[config.mk]
export PLATFORM = sky130hd
export DESIGN_NAME = bit_unpacker
export DESIGN_NICKNAME = d
export VERILOG_FILES = /design/src/rtl/bit_unpacker.sv
export SDC_FILE = /design/constraint.sdc
export NUM_CORES = 1
export LEC_CHECK = 0
export BUFFER_PORTS_ARGS = -buffer_cell sky130_fd_sc_hd__buf_2
export CAP_MARGIN = 20
export CORE_MARGIN = 3
export CORE_UTILIZATION = 56
export CTS_BUF_LIST = sky130_fd_sc_hd__clkbuf_16
export CTS_CLUSTER_DIAMETER = 150
export CTS_CLUSTER_SIZE = 28
export DETAILED_ROUTE_END_ITERATION = 6
export GPL_TIMING_DRIVEN = 1
export MAX_ROUTING_LAYER = met4
export PLACE_DENSITY = 0.76
export RECOVER_POWER = 50
export SETUP_SLACK_MARGIN = 0.4
export SLEW_MARGIN = 10
export SYNTH_ARGS = -nofsm -noshare
export SYNTH_HDL_FRONTEND = slang
export SYNTH_SLANG_ARGS = --single-unit
[constraint.sdc]
create_clock -name clock -period 8.03 [get_ports clock]
set_input_delay 1.2045 -clock clock [delete_from_list [all_inputs] [get_ports clock]]
set_output_delay 1.2045 -clock clock [all_outputs]
set_load 0.02 [all_outputs]
[src/rtl/bit_unpacker.sv]
// Word FIFO feeding a variable-length bit extractor (LSB-first stream by default).
// Define BITS_MSB_FIRST_EN to read each word from bit IN_W-1 down and shift results in MSB-first.
module bit_unpacker #(
  parameter int IN_W    = 32,
  parameter int DEPTH   = 32,
  parameter int MAX_REQ = 15,
  parameter int LEN_W   = 4,
  parameter int CNT_W   = $clog2(DEPTH*IN_W+1)
) (
  input  logic               clock,
  input  logic               reset,
  input  logic               pushin,
  input  logic [IN_W-1:0]    datain,
  input  logic               reqin,
  input  logic [LEN_W-1:0]   reqlen,
  output logic               reqbusy,
  output logic               pushout,
  output logic [LEN_W-1:0]   lenout,
  output logic [MAX_REQ-1:0] dataout,
  output logic               fullout,
  output logic [CNT_W-1:0]   bitcnt,
  output logic               overflow
);

  localparam int PTR_W = (DEPTH > 1) ? $clog2(DEPTH) : 1;
  localparam int CW    = $clog2(DEPTH+1);
  localparam int OFF_W = (IN_W > 1) ? $clog2(IN_W) : 1;
  localparam int SUM_W = ((OFF_W+1 > LEN_W) ? OFF_W+1 : LEN_W) + 1;
  localparam logic [LEN_W-1:0] MAX_LEN = LEN_W'(MAX_REQ);

  typedef enum logic {S_IDLE, S_WAIT} state_e;

  state_e             state_q, state_d;
  logic [LEN_W-1:0]   len_q, len_d;
  logic [PTR_W-1:0]   rd_q, rd_d, wr_q, wr_d;
  logic [OFF_W-1:0]   bitoff_q, bitoff_d;
  logic [CW-1:0]      count_q, count_d;
  logic [CNT_W-1:0]   bitcnt_q, bitcnt_d;
  logic               fullout_q, overflow_q, pushout_q;
  logic [LEN_W-1:0]   lenout_q;
  logic [MAX_REQ-1:0] dataout_q;

  logic [IN_W-1:0]    mem_q [DEPTH];
  logic [IN_W-1:0]    head, nxt;
  logic [2*IN_W-1:0]  win;
  logic [MAX_REQ-1:0] extract;
  logic [SUM_W-1:0]   sum;
  logic               push_ok, serve, pop;

  assign push_ok = pushin && !fullout_q;
  assign serve   = (state_q == S_WAIT) && (bitcnt_q >= CNT_W'(len_q));
  assign sum     = SUM_W'(bitoff_q) + SUM_W'(len_q);
  assign pop     = serve && (sum >= SUM_W'(IN_W));

  // The next word is only looked at when the request runs past the head word,
  // and in that case enough bits guarantee it has been written.
  assign head = mem_q[rd_q];
  assign nxt  = mem_q[rd_q + 1'b1];

`ifdef BITS_MSB_FIRST_EN
  assign win     = {head, nxt} << bitoff_q;
  assign extract = win[2*IN_W-1 -: MAX_REQ] >> (MAX_LEN - len_q);
`else
  assign win     = {nxt, head} >> bitoff_q;
  assign extract = win[MAX_REQ-1:0] & ~({MAX_REQ{1'b1}} << len_q);
`endif

  always_comb begin
    state_d  = state_q;
    len_d    = len_q;
    rd_d     = rd_q;
    wr_d     = wr_q;
    bitoff_d = bitoff_q;
    count_d  = count_q;
    bitcnt_d = bitcnt_q;
    case (state_q)
      S_IDLE: begin
        if (reqin) begin
          len_d   = (reqlen > MAX_LEN) ? MAX_LEN : reqlen;
          state_d = S_WAIT;
        end
      end
      S_WAIT: begin
        if (serve) begin
          state_d  = S_IDLE;
          bitcnt_d = bitcnt_d - CNT_W'(len_q);
          if (pop) begin
            rd_d     = rd_q + 1'b1;
            bitoff_d = OFF_W'(sum - SUM_W'(IN_W));
            count_d  = count_d - 1'b1;
          end else begin
            bitoff_d = OFF_W'(sum);
          end
        end
      end
      default: state_d = S_IDLE;
    endcase
    if (push_ok) begin
      wr_d     = wr_q + 1'b1;
      count_d  = count_d + 1'b1;
      bitcnt_d = bitcnt_d + CNT_W'(IN_W);
    end
  end

  always_ff @(posedge clock) begin
    if (push_ok) mem_q[wr_q] <= datain;
  end

  always_ff @(posedge clock) begin
    if (reset) begin
      state_q    <= S_IDLE;
      len_q      <= '0;
      rd_q       <= '0;
      wr_q       <= '0;
      bitoff_q   <= '0;
      count_q    <= '0;
      bitcnt_q   <= '0;
      fullout_q  <= 1'b0;
      overflow_q <= 1'b0;
      pushout_q  <= 1'b0;
      lenout_q   <= '0;
      dataout_q  <= '0;
    end else begin
      state_q   <= state_d;
      len_q     <= len_d;
      rd_q      <= rd_d;
      wr_q      <= wr_d;
      bitoff_q  <= bitoff_d;
      count_q   <= count_d;
      bitcnt_q  <= bitcnt_d;
      fullout_q <= (count_d == CW'(DEPTH));
      pushout_q <= serve;
      if (pushin && fullout_q) overflow_q <= 1'b1;
      // Results hold between services.
      if (serve) begin
        lenout_q  <= len_q;
        dataout_q <= extract;
      end
    end
  end

  assign reqbusy  = (state_q == S_WAIT);
  assign pushout  = pushout_q;
  assign lenout   = lenout_q;
  assign dataout  = dataout_q;
  assign fullout  = fullout_q;
  assign bitcnt   = bitcnt_q;
  assign overflow = overflow_q;

endmodule

==> metrics <==
Synth top cells by count 1024 x edfxtp_1, 304 x nand2_1, 259 x mux4_2; max cap viols 2; Final Max Tran Viols between 40 and 50; Synth area leader edfxtp_1; via count about 30k; Crit Path Category flop to flop; EDFF count, synth around 1.0k; gp weighted congestion between 0.9 and 1; Chip Height roughly 300 um; CP endpoint kind flop; Die ar. 90400 sq um; clk sinks between 1k and 1.5k; CP max stage cell dfxtp_4; WP data arrival about 6000 ps; Worst-Skew Late Latency 650 ps; CP Cell Sequence buf_12 -> nor3b_2 -> a221oi_1 -> and3_1 -> or2_0 -> mux4_2 -> a211oi_1 -> o31ai_1 -> nor4_1 -> a211o_1; DRT Pass-1 Iters 6; # rows between 100 and 150; Post-Syn Instances ~3k; Max Freq ~190 MHz; Synth top area share 63.2%; violated checks capacitance limit, slew limit; Layout Nets 3076; Routed WL per cell 33.6 um; CTS tree built; Root Buffer clkbuf_16; area grow syn2layout 5.70%; Final Cycle Share 67.1%; global-route wire length before repair 204 mm; Clk pin slew, worst setup/hold paths roughly 130 ps; pwr dens between 150 and 200 nW/um^2; 1st-iter DRT viols between 4k and 5k; Tmin final approximately 5400 ps; via density per instance between 7 and 8; delay-heaviest family, CP simple AND/OR/NAND/NOR gates; largest net degree at the start of global routing roughly 130; Max Root-Sink Buffers 3; Die Span X roughly 300 um; Required @ worst endpoint around 8600 ps; Top FF cell, synth edfxtp_1; VDD IR-drop max 0.130 mV; DRT Wirelength roughly 140 mm; Post-DP HPWL 85.4 mm; Synth Warn # 0; Worst slew margin -44.8%; share of layout cells above drive strength 1 17.8%; Distinct cells, synth 92; H-tree Lvls 2; cell area after synthesis slightly below 50000 sq um; initial antenna violation count 4; post-synthesis sequential area ratio between 60% and 70%; P_leak 0.0156 uW; Syn Area/Cell around 16 sq um; Synth Net Count between 3k and 4k; hold-fix buffers at CTS 0; crit start category flop; Post-Route Utilization between 50% and 60%; RSZ-0062 raised after global routing false; post-cts resize count 0; worst min path class flop to flop; Worst-Margin Slew 2170 ps; number of synthesized register bits 1088; post-route ant nets 0; IO Port Bufs 73; synth top area cells edfxtp_1 63%, mux4_2 12%, mux2i_1 4.0%, dfxtp_1 2.6%, nand2_1 2.3%; Final Hold Fails 0; CP max FO 126; Core ar. 85700 sq um; number of CTS-inserted buffers between 40 and 50; most common cell in the netlist edfxtp_1; Initial Utilization around 57%; status finished, violations left; postcts setup bufs 0; DR DRC count 0; grt ovf 0; delay of the slowest critical-path stage between 900 and 1000 ps; WP buf/inv 1; GRT Resource Usage Total around a third; Total Power 9780 uW; Ports 74; async set-or-reset flop fraction in the synthesized netlist 0%; vias in the first global route around 30k; Final Setup Violations 0; clk_skew ~37 ps; Fin Setup TNS 0 ps
[worst min-delay path, cell delays in order, from the launching register on]
cell	delay, ps
dfxtp_1	340
nand2_1	60
nand2_1	40
[registers in the layout (all words and copies together), names as in the netlist, named ones only]
name,flops
bitcnt,11
reqbusy,1
lenout,4
fullout,1
pushout,1
count_q,6
rd_q,5
mem_q,1024
wr_q,5
overflow,1
len_q,4
bitoff_q,5
dataout,15
[layout make-up]
type                       count  area [sq um]
fill                        6272         34300
sequential                  1088         32000
multi-input combinational   1705         15600
tap                         1144          1430
clock buffer                  46          1150
timing repair buffer         156           953
inverter                      23          86.3
clock inverter                 9          72.6
antenna                        6          15.0
[per-stage QoR]
step / instances / setup WS [ps] / hold WS [ps] / instance area [sq um]
after floorplan: 3012 / 3230 / 482 / 48600
after global placement: 4115 / 2740 / 444 / 50300
after detailed placement: 4116 / 2740 / 445 / 50300
after CTS: 4171 / 2720 / 463 / 51500
after global routing: 4176 / 2450 / 472 / 51400
final: 4177 / 2640 / 462 / 51400
[final timing paths]
path | start | endpoint | slack [ps] | cells past startpoint
setup / recovery | flop | dataout[4]$_SDFFE_PP0N_ | 2640 | 10
hold / removal | lenout[3]$_SDFFE_PP0N_ | lenout[3]$_SDFFE_PP0N_ | 460 | 2
setup reg to reg | flop | dataout[4]$_SDFFE_PP0N_ | 2640 | 10
hold reg to reg | lenout[3]$_SDFFE_PP0N_ | lenout[3]$_SDFFE_PP0N_ | 460 | 2
[kinds of logic (layout without fill, tap and decap cells)]
group	after synthesis	after routing	synth area share (%)
DFF	1088	1088	65.9
adders and majority gates	18	18	0.494
xor gates and xnor gates	31	31	0.612
buffers and inverters	219	234	2.52
other	0	6	0
AOI/OAI and AO/OA	431	431	6.58
and+or+nand+nor	729	729	6.93
muxes	496	496	17.0
[report_power, final]
group | switching [uW] | internal [uW] | leakage, uW | total (uW)
combinational | 535 | 247 | 0.00522 | 782
sequential | 44.5 | 6250 | 0.00975 | 6300
clock | 1630 | 1070 | 0.000625 | 2700
[layer usage]
| metal | up-vias | GRT usage, % | share of wire, % |
|---|---|---|---|
| met1 | 15100 | 42.8 | 36 |
| li1 | 12100 | - | - |
| met5 | - | - | 0 |
| met2 | 2128 | 48.2 | 46 |
| met4 | 0 | 14.6 | 5.5 |
| met3 | 420 | 6.00 | 12 |
[cell usage in the layout (no fill, tap or decap), drive strengths merged, types with 8 or more instances in the layout]
master and n:
nand2b 10, o31ai 9, mux2 41, mux4 259, a21o 10, nand2 304, clkbuf 92, o22ai 23
a211o 8, a22o 13, dfxtp 64, a22oi 92, inv 28, nor4 17, a221oi 17, a41oi 18
and2 11, buf 110, nor3 32, xor2 12, a211oi 18, a2111oi 9, nor2b 18, nand3 112
o221ai 9, nand4 14, and3 13, mux2i 196, a31oi 15, o211ai 11, a21oi 66, or3 13
a32oi 14, ha 16, or2 10, edfxtp 1024, nor2 143, o21ai 31, xnor2 19
Power figures use the tool's default switching activity.
